`config.mk`:
```
export PLATFORM = sky130hd
export DESIGN_NAME = program_loader_flat
export DESIGN_NICKNAME = d
export VERILOG_FILES = /design/src/rtl/program_loader_pkg.sv /design/src/rtl/program_loader_if.sv /design/src/rtl/program_loader_byte_assembler.sv /design/src/rtl/program_loader.sv /design/src/flat_wrapper.sv
export SDC_FILE = /design/constraint.sdc
export NUM_CORES = 1
export LEC_CHECK = 0
export ABC_AREA = 1
export CAP_MARGIN = 10
export CORE_MARGIN = 5
export CORE_UTILIZATION = 31
export DETAILED_ROUTE_END_ITERATION = 8
export SETUP_SLACK_MARGIN = 0.15
export SLEW_MARGIN = 15
export SYNTH_ARGS = -nofsm -noshare
export SYNTH_HDL_FRONTEND = slang
export SYNTH_SLANG_ARGS = --single-unit
```
`constraint.sdc`:
```
create_clock -name CLOCK_50 -period 2.27 [get_ports CLOCK_50]
set_input_delay 0.454 -clock CLOCK_50 [delete_from_list [all_inputs] [get_ports CLOCK_50]]
set_output_delay 0.454 -clock CLOCK_50 [all_outputs]
set_load 0.03 [all_outputs]
```
`src/rtl/program_loader_pkg.sv`:
```
// ---------------------------------------------------------------------------
// loader_pkg
// Shared definitions for the program loader: FSM state encoding and the
// byte/word geometry of the load stream.
// ---------------------------------------------------------------------------
package loader_pkg;

    localparam int BYTES_PER_WORD = 4;

    typedef enum logic [2:0] {
        ST_IDLE  = 3'd0,
        ST_HDR   = 3'd1,
        ST_DATA  = 3'd2,
        ST_CSUM  = 3'd3,
        ST_DONE  = 3'd4,
        ST_ERROR = 3'd5
    } loader_state_t;

endpackage : loader_pkg

```
`src/rtl/program_loader_if.sv`:
```
// ---------------------------------------------------------------------------
// program_loader_if
// Groups the byte-stream handshake and the instruction-memory write port
// that the loader sits between.
//   rx_data/rx_valid/rx_ready : byte stream, accepted when valid && ready
//   imem_wr_en/addr/data      : one-cycle word write into instruction memory
// Modports:
//   slave  - the loader (consumes bytes, produces memory writes)
//   master - the byte source / memory side
// ---------------------------------------------------------------------------
interface program_loader_if #(
    parameter int ADDR_W = 8
);
    logic [7:0]        rx_data;
    logic              rx_valid;
    logic              rx_ready;
    logic              imem_wr_en;
    logic [ADDR_W-1:0] imem_wr_addr;
    logic [31:0]       imem_wr_data;

    modport slave (
        input  rx_data, rx_valid,
        output rx_ready, imem_wr_en, imem_wr_addr, imem_wr_data
    );

    modport master (
        output rx_data, rx_valid,
        input  rx_ready, imem_wr_en, imem_wr_addr, imem_wr_data
    );
endinterface : program_loader_if

```
`src/rtl/program_loader_byte_assembler.sv`:
```
// ---------------------------------------------------------------------------
// byte_assembler
// Collects bytes MSB first into a big-endian 32-bit word. word_valid is
// combinational and high together with the 4th accepted byte, so the
// caller sees the complete word on the same edge that consumes that byte.
// Ports:
//   CLOCK_50, RESET  clock, async active-low reset
//   clear            synchronous clear of byte count and partial word
//   byte_valid       a byte is accepted this cycle
//   byte_data        accepted byte
//   word_valid       4th byte of a word is being accepted
//   word             assembled word (valid with word_valid)
// ---------------------------------------------------------------------------
module byte_assembler
    import loader_pkg::*;
(
    input  logic        CLOCK_50,
    input  logic        RESET,
    input  logic        clear,
    input  logic        byte_valid,
    input  logic [7:0]  byte_data,
    output logic        word_valid,
    output logic [31:0] word
);
    logic [1:0]  byte_cnt;
    logic [23:0] shift_q;

    assign word_valid = byte_valid && (byte_cnt == 2'(BYTES_PER_WORD - 1));
    assign word       = {shift_q, byte_data};

    // NOTE: state registers use non-blocking (<=) so every flop samples
    // pre-edge values; blocking here would create order-dependent races.
    always_ff @(posedge CLOCK_50 or negedge RESET) begin
        if (!RESET) begin
            byte_cnt <= '0;
            shift_q  <= '0;
        end else if (clear) begin
            byte_cnt <= '0;
            shift_q  <= '0;
        end else if (byte_valid) begin
            byte_cnt <= byte_cnt + 2'd1;
            shift_q  <= {shift_q[15:0], byte_data};
        end
    end
endmodule : byte_assembler

```
`src/rtl/program_loader.sv`:
```
// ---------------------------------------------------------------------------
// program_loader
// Responder side of the start_program_loading -> program_loaded handshake.
// Receives a stream: 4-byte length N, N big-endian data words, and (with
// LOADER_CHECKSUM_EN defined) a checksum word equal to the 32-bit
// wraparound sum of the data words. Each data word is written to
// instruction memory with a registered one-cycle strobe.
// Optional feature macro: LOADER_CHECKSUM_EN.
// Ports:
//   CLOCK_50               system clock
//   RESET                  async active-low reset
//   start_program_loading  level request; the load runs while high
//   bus (slave)            byte stream in, instruction-memory write out
//   program_loaded         load complete (level, held while start high)
//   load_error             bad length / checksum (level, held while start high)
//   words_loaded           data words written during this load
// ---------------------------------------------------------------------------
module program_loader
    import loader_pkg::*;
#(
    parameter int ADDR_W    = 8,
    parameter int MAX_WORDS = 256
) (
    input  logic              CLOCK_50,
    input  logic              RESET,
    input  logic              start_program_loading,
    program_loader_if.slave   bus,
    output logic              program_loaded,
    output logic              load_error,
    output logic [ADDR_W:0]   words_loaded
);
    localparam int CW = ADDR_W + 1;

    loader_state_t state, state_next;
    logic          accept;
    logic          asm_clear;
    logic          word_valid;
    logic [31:0]   word;
    logic [CW-1:0] last_idx;     // N-1, index of the final data word
    logic          hdr_bad;
    logic          last_word;
    logic          start_load;   // IDLE -> HDR: fresh load begins
    logic          do_write;

`ifdef LOADER_CHECKSUM_EN
    logic [31:0]   csum_acc;
`endif

    // Stream is only open in the receiving states and while start is held,
    // so a beat coincident with start falling is never accepted.
    assign bus.rx_ready = start_program_loading &&
                          (state == ST_HDR || state == ST_DATA || state == ST_CSUM);
    assign accept       = bus.rx_valid && bus.rx_ready;

    byte_assembler u_asm (
        .CLOCK_50   (CLOCK_50),
        .RESET      (RESET),
        .clear      (asm_clear),
        .byte_valid (accept),
        .byte_data  (bus.rx_data),
        .word_valid (word_valid),
        .word       (word)
    );

    assign hdr_bad    = (word == 32'd0) || (word > 32'(MAX_WORDS));
    assign last_word  = (words_loaded == last_idx);
    assign start_load = (state == ST_IDLE) && start_program_loading;
    assign do_write   = (state == ST_DATA) && word_valid;

    // Partial words never survive a state change.
    assign asm_clear  = (state_next != state);

    // NOTE: every signal assigned in always_comb gets a default first so no
    // path leaves it unassigned; an unassigned path infers a latch.
    always_comb begin
        state_next = state;
        unique case (state)
            ST_IDLE: begin
                if (start_program_loading) state_next = ST_HDR;
            end
            ST_HDR: begin
                if (!start_program_loading) state_next = ST_IDLE;
                else if (word_valid)        state_next = hdr_bad ? ST_ERROR : ST_DATA;
            end
            ST_DATA: begin
                if (!start_program_loading) state_next = ST_IDLE;
                else if (word_valid && last_word) begin
`ifdef LOADER_CHECKSUM_EN
                    state_next = ST_CSUM;
`else
                    state_next = ST_DONE;
`endif
                end
            end
`ifdef LOADER_CHECKSUM_EN
            ST_CSUM: begin
                if (!start_program_loading) state_next = ST_IDLE;
                else if (word_valid)        state_next = (word == csum_acc) ? ST_DONE : ST_ERROR;
            end
`endif
            ST_DONE, ST_ERROR: begin
                if (!start_program_loading) state_next = ST_IDLE;
            end
            default: state_next = ST_IDLE;
        endcase
    end

    always_ff @(posedge CLOCK_50 or negedge RESET) begin
        if (!RESET) begin
            state <= ST_IDLE;
        end else begin
            state <= state_next;
        end
    end

    // Word index doubles as words_loaded; cleared when a new load starts.
    always_ff @(posedge CLOCK_50 or negedge RESET) begin
        if (!RESET) begin
            words_loaded <= '0;
            last_idx     <= '0;
        end else begin
            if (start_load)     words_loaded <= '0;
            else if (do_write)  words_loaded <= words_loaded + CW'(1);
            if (state == ST_HDR && word_valid && !hdr_bad)
                last_idx <= CW'(word - 32'd1);
        end
    end

`ifdef LOADER_CHECKSUM_EN
    always_ff @(posedge CLOCK_50 or negedge RESET) begin
        if (!RESET) begin
            csum_acc <= '0;
        end else if (start_load) begin
            csum_acc <= '0;
        end else if (do_write) begin
            csum_acc <= csum_acc + word;
        end
    end
`endif

    // Registered outputs: the write strobe follows the completing byte by
    // one cycle, and status levels drop on the same edge the FSM leaves
    // DONE/ERROR so the two flags can never overlap.
    always_ff @(posedge CLOCK_50 or negedge RESET) begin
        if (!RESET) begin
            bus.imem_wr_en   <= 1'b0;
            bus.imem_wr_addr <= '0;
            bus.imem_wr_data <= '0;
            program_loaded   <= 1'b0;
            load_error       <= 1'b0;
        end else begin
            bus.imem_wr_en <= do_write;
            if (do_write) begin
                bus.imem_wr_addr <= words_loaded[ADDR_W-1:0];
                bus.imem_wr_data <= word;
            end
            program_loaded <= (state == ST_DONE)  && start_program_loading;
            load_error     <= (state == ST_ERROR) && start_program_loading;
        end
    end
endmodule : program_loader

```
`src/flat_wrapper.sv`:
```
// flat-port wrapper written by rule: the top's interface ports become plain ports
module program_loader_flat import loader_pkg::*;
#(
    parameter int ADDR_W    = 8,
    parameter int MAX_WORDS = 256
)
  (CLOCK_50, RESET, start_program_loading, program_loaded, load_error, words_loaded, bus_rx_data, bus_rx_valid, bus_rx_ready, bus_imem_wr_en, bus_imem_wr_addr, bus_imem_wr_data);
  program_loader_if #(.ADDR_W(ADDR_W)) bus_i ();
  input  logic CLOCK_50;
  input  logic RESET;
  input  logic start_program_loading;
  output logic program_loaded;
  output logic load_error;
  output logic [ADDR_W:0] words_loaded;
  input wire logic [$bits(bus_i.rx_data)-1:0] bus_rx_data;
  input wire logic [$bits(bus_i.rx_valid)-1:0] bus_rx_valid;
  output wire logic [$bits(bus_i.rx_ready)-1:0] bus_rx_ready;
  output wire logic [$bits(bus_i.imem_wr_en)-1:0] bus_imem_wr_en;
  output wire logic [$bits(bus_i.imem_wr_addr)-1:0] bus_imem_wr_addr;
  output wire logic [$bits(bus_i.imem_wr_data)-1:0] bus_imem_wr_data;
  assign bus_i.rx_data = bus_rx_data;
  assign bus_i.rx_valid = bus_rx_valid;
  assign bus_rx_ready = bus_i.rx_ready;
  assign bus_imem_wr_en = bus_i.imem_wr_en;
  assign bus_imem_wr_addr = bus_i.imem_wr_addr;
  assign bus_imem_wr_data = bus_i.imem_wr_data;
  program_loader #(.ADDR_W(ADDR_W), .MAX_WORDS(MAX_WORDS)) u_core (.CLOCK_50(CLOCK_50), .RESET(RESET), .start_program_loading(start_program_loading), .bus(bus_i), .program_loaded(program_loaded), .load_error(load_error), .words_loaded(words_loaded));
endmodule
```
### Word level (Yosys, flattened, before mapping)

Cells that the tools add are included.
W data, S select, Z words.

* bits in registers: 90
* input bits: 12
* output and inout port bits: 53
* word-level logic and storage cells: 55

* add/sub/neg operators: 3
* $lt $le $gt $ge: 1
* eq/ne operators: 8
* mux-type cells: 14
* reductions and logical operators: 19

Operators with widths (number)
* $mux W24: 2
* $gt A32 B9 Y1 const B: 1
* $logic_not A32 Y1: 1
* $mux W3: 7
* $mux W9: 2
* $pmux W3 S4: 1
* $logic_and A1 B1 Y1: 10
* $add A9 B1 Y9 const B: 1
* $eq A9 B9 Y1: 1
* $sub A9 B1 Y9 const B: 1
* $eq A3 B2 Y1 const B: 2
* $eq A3 B3 Y1 const B: 2
* $mux W2: 2
* $reduce_bool A2 Y1: 2
* $eq A3 B1 Y1 const B: 1
* $logic_not A3 Y1: 1
* $logic_or A1 B1 Y1: 3
* $ne A3 B3 Y1: 1
* $add A2 B1 Y2 const B: 1
* $eq A2 B2 Y1 const B: 1
* $reduce_or A2 Y1: 1
* $logic_not A1 Y1: 1

### Logic depth before layout (Yosys ltp)

* depth in word-level cells: 12
* mapped depth: 14
* depth with buffers taken out: 13

### By module

Synthesis repeated with hierarchy kept, for this count alone.

* cells, all modules: 518
* area total of the unflattened synthesis: 4350.4 um^2

Modules (own cells, without submodules)
* program_loader: times used 1, cells an instance 393, area an instance 3085.5 um^2, sequential area each 1601.5 um^2
* byte_assembler: times used 1, cells an instance 125, area an instance 1265.0 um^2, sequential area each 650.6 um^2

### Worst setup path before layout

Ideal clock, no wire load.

* path kind: input -> register
* start point: in bus_rx_data[0]
* end point: reg u_core.u_asm.shift_q[16]
* library setup time: 128 ps
* data arrival time: 1727 ps
* required time: 2142 ps
* path slack: 416 ps
* cell stages on the path: 12
* buffers on the path: 1
* cell sequence: inv_1 ha_1 nand2_2 nor2_4 nor2_2 nor2_4 nand4_4 a21oi_2 nor2_2 nand2_4 buf_12 nor2_4

* longest elaborated chain between the ends: 8
* elaborated cells on any way between the ends: 10

Ends and longest elaborated chain
* start: declaration: RTL line flat_wrapper.sv:15 `input wire logic [$bits(bus_i.rx_data)-1:0] bus_rx_data;`
* $gt A32 B9 Y1 or $logic_not A32 Y1 (tied branches): RTL line program_loader.sv:65 `assign hdr_bad = (word == 32'd0) || (word > 32'(MAX_WORDS));`
* $logic_or A1 B1 Y1 *: RTL line program_loader.sv:65
* $mux W3 * (2 in a row): RTL line program_loader.sv:83 `else if (word_valid) state_next = hdr_bad ? ST_ERROR : ST_DATA;`
* $mux W3 *: RTL line program_loader.sv:82 `if (!start_program_loading) state_next = ST_IDLE;`
* $pmux W3 S4 *: RTL line program_loader.sv:77 `unique case (state)`
* $ne A3 B3 Y1 *: RTL line program_loader.sv:71 `assign asm_clear = (state_next != state);`
* $mux W24 or $reduce_bool A2 Y1 (tied branches)
* end signal: assignment: RTL line program_loader_byte_assembler.sv:42 `shift_q <= {shift_q[15:0], byte_data};`
* end: declaration: RTL line program_loader_byte_assembler.sv:26 `logic [23:0] shift_q;`

Mark *: on every way between the ends. The rest lies on a longest branch, timed or not.
A chain may end at the register's enable or synchronous reset.

### Worst setup path in the final report

* start point: in bus_rx_data[1]
* end point: reg u_core.u_asm.shift_q[19]

The elaborated chain is that of the path after synthesis.

==> results.md <==
* Status: complete, no violations
* Internal power at 2.89 mW
* Post-Syn Nets at 495
* Per-cell routed wire length at 13.9 um
* # setup viols final at 0
* Pwr per Cell Area at 684 nW/um^2
* Synthesized area per cell at 8.94 um^2
* Num rows at 43
* Commonest non-fill, non-tap cell in the layout: nand2_1
* Vias in the first global route at 3,353
* Fin util at 0.419
* Skew final at 7.96 ps
* Crit Path Class: in -> reg
* GRT Total Usage at 0.135
* Clock network power share at 0.408
* Leak at 2.70 nW
* Register area share after synthesis at 0.526
* Syn Inst Count at 479
* CTS H-tree depth at 3
* Worst-path fanout max at 7
* Reg power frac at 0.433
* CTS tree: yes
* Switching share of power at 0.265
* Vias/cell at 4.53
* Commonest non-fill, non-tap cells in the layout: nand2_1 (110), dfrtp_1 (90), o21ai_0 (73)
* Total Wirelength at 10,500 um
* Least-Margin Pin Slew at 402 ps
* Clock-pin slew on the worst setup and hold paths at 60 ps
* Synth cell types at 32
* Root Buffer: clkbuf_16
* Clk_lat worst skew at 340 ps
* Longest Clk Path Bufs at 2
* Post-CTS Hold Buffers at 0
* CP required at 2490 ps
* Final worst-path cycle share at 0.880
* Die width at 128 um
* RSZ-0062 raised after global routing: no
* Max Clk Rate at 501 MHz
* Global route overflow at 0
* Post-layout minimum cycle time at 2000 ps
* Max_slew headroom at 0.729
* MaxCap Viol Count at 0
* Final cell count without fillers at 756
* GP Congestion at 0.846
* DIE HEIGHT at 128 um
* Crit. End Element: flop
* Clock Sink Count at 90
* Post-CTS Setup Bufs at 0
* IO Pins at 65
* Place WS at -121 ps
* Nets at 587
* Worst EP arrival at 2220 ps
* Drt drc at 0
* Pwr Total at 3.93 mW
* Port bufs at 64
* DRT Pass-1 Iters at 4
* Slew Viols, Final at 0
* Yosys warns at 0
* Placed Cells at 739
* Largest net degree at the start of global routing at 56
* Routed via count at 3,422
* Synth-to-layout area growth at 34.2%
* Dpl hpwl at 7960 um
* Worst Hold Class: in -> async
* Layout cells sized above 1 at 0.182
* Post-route ant nets at 0
* # diodes at 0
* Initial DRC count at 234
* Core ar. at 13,700 um^2
* Final Worst Setup Slack at 272 ps
* Combinational fraction of design power at 0.160
* Num CTS Buffers at 9
* Worst vdd ir at 0.358 mV
* Final hold violations at 0
* Seq cells post-synth at 90
* Min Hold Slack at 42.3 ps
* Total Die Area at 16,300 um^2
* Global-route wire length before repair at 17,400 um
* Initial antenna violation count at 0
* Synthesized area at 4280 um^2
* Sw Pwr at 1.04 mW
* Initial Util at 0.312
* Crit path launch type: input port
==> routing by layer <==
metal	vias to the layer above	part of all wire	GRT usage
li1	1710	-	-
met1	1615	0.47	0.187
met2	80	0.46	0.205
met3	17	0.045	0.0255
met4	0	0.026	0.0593
met5	-	0	0
==> final timing paths <==
path | start | to | cells past startpoint | slack, ps
max | bus_rx_data[1] | u_core.u_asm.shift_q[19]$_DFFE_PN0P_ | 15 | 270
min | RESET | u_core.words_loaded[6]$_DFFE_PN0P_ | 1 | 40
max reg2reg | u_core.u_asm.shift_q[3]$_DFFE_PN0P_ | u_core.u_asm.shift_q[19]$_DFFE_PN0P_ | 13 | 300
min reg2reg | u_core.bus.imem_wr_data[2]$_DFFE_PN0P_ | u_core.bus.imem_wr_data[2]$_DFFE_PN0P_ | 2 | 480
max in group asynchronous | RESET | u_core.words_loaded[2]$_DFFE_PN0P_ | 2 | 1580
min in group CLOCK_50 | u_core.bus.imem_wr_data[2]$_DFFE_PN0P_ | u_core.bus.imem_wr_data[2]$_DFFE_PN0P_ | 2 | 480
==> worst max-delay path, cell delays in order <==
cell and delay, ps:
clkdlybuf4s50_1 440, inv_2 90, ha_4 130, nand2_2 60, nor2_4 110, nor2_2 60, nor2_4 140, nand3_2 100
nand2_2 80, nand3_1 60, nand2_1 90, nor2_2 50, nand2_4 120, clkbuf_16 190, nor2_4 30
==> timing repair <==
| action | CTS | global route |
|---|---|---|
| endpoints found under the hold margin | 0 | 0 |
| resized for setup | 0 | 19 |
| endpoints found under the setup margin | 0 | 29 |
==> power by group through the flow <==
stage	Sequential (mW)	Combinational, mW	Clock (mW)
3_3_place_gp	1.73	0.587	0
6_report	1.70	0.629	1.60
3_5_place_dp	1.73	0.598	0
2_1_floorplan	1.72	0.404	0
4_1_cts	1.70	0.601	1.65
5_1_grt	1.71	0.704	1.71
==> cells in the mapped netlist <==
cell      number  area (um^2)
a21oi_1        6         30.0
a21oi_2        1         8.76
and3_1         1         6.26
buf_1          1         3.75
buf_12         2         40.0
buf_2          2         10.0
clkbuf_1      10         37.5
clkinv_1       1         3.75
dfrtp_1       90         2250
ha_1           4         50.1
inv_1         48          180
inv_2          2         7.51
mux2i_1        1         10.0
nand2_1      113          424
nand2_2        4         25.0
nand2_4        1         11.3
nand3_1       13         65.1
nand3_2        2         20.0
nand3_4        1         17.5
nand4_1        7         43.8
nand4_4        1         21.3
nor2_1        37          139
nor2_2        11         68.8
nor2_4        19          214
nor2_8         1         20.0
nor3_1         8         40.0
nor3_2         1         10.0
nor4_1         1         6.26
o21ai_0       73          365
o221a_2        1         11.3
xnor2_1        5         43.8
xor2_1        11         96.3
==> kinds of logic (layout without fill, tap and decap cells) <==
logic type | count (synthesis) | in the layout | synth area share
AOI/OAI and AO/OA | 81 | 81 | 0.0970
xor gates and xnor gates | 16 | 16 | 0.0327
adders and majority gates | 4 | 4 | 0.0117
buffers and inverters | 66 | 163 | 0.0660
DFF | 90 | 90 | 0.526
muxes | 1 | 1 | 0.00234
and+or+nand+nor | 221 | 221 | 0.264
==> flip-flops by register name, summed over array words and instances (netlist names) <==
name,cells
u_core.u_asm.shift_q,24
u_core.bus.imem_wr_en,1
u_core.state,3
u_core.bus.imem_wr_addr,8
u_core.u_asm.byte_cnt,2
u_core.program_loaded,1
u_core.load_error,1
u_core.words_loaded,9
u_core.last_idx,9
u_core.bus.imem_wr_data,32
==> metrics by stage <==
step	TNS [ps]	cell area [um^2]
floorplan	0	4280
global placement	-1660	5350
detailed placement	-2650	5350
CTS	0	5670
global route	0	5750
finish	0	5750
==> cell type report <==
cell class	instances	area, um^2
fill	1324	7970
sequential	90	2250
multi-input combinational	323	1790
timing repair buffer	96	972
clock buffer	12	246
tap	180	225
inverter	51	191
clock inverter	4	75.1
(Power assumes the default switching activity.)
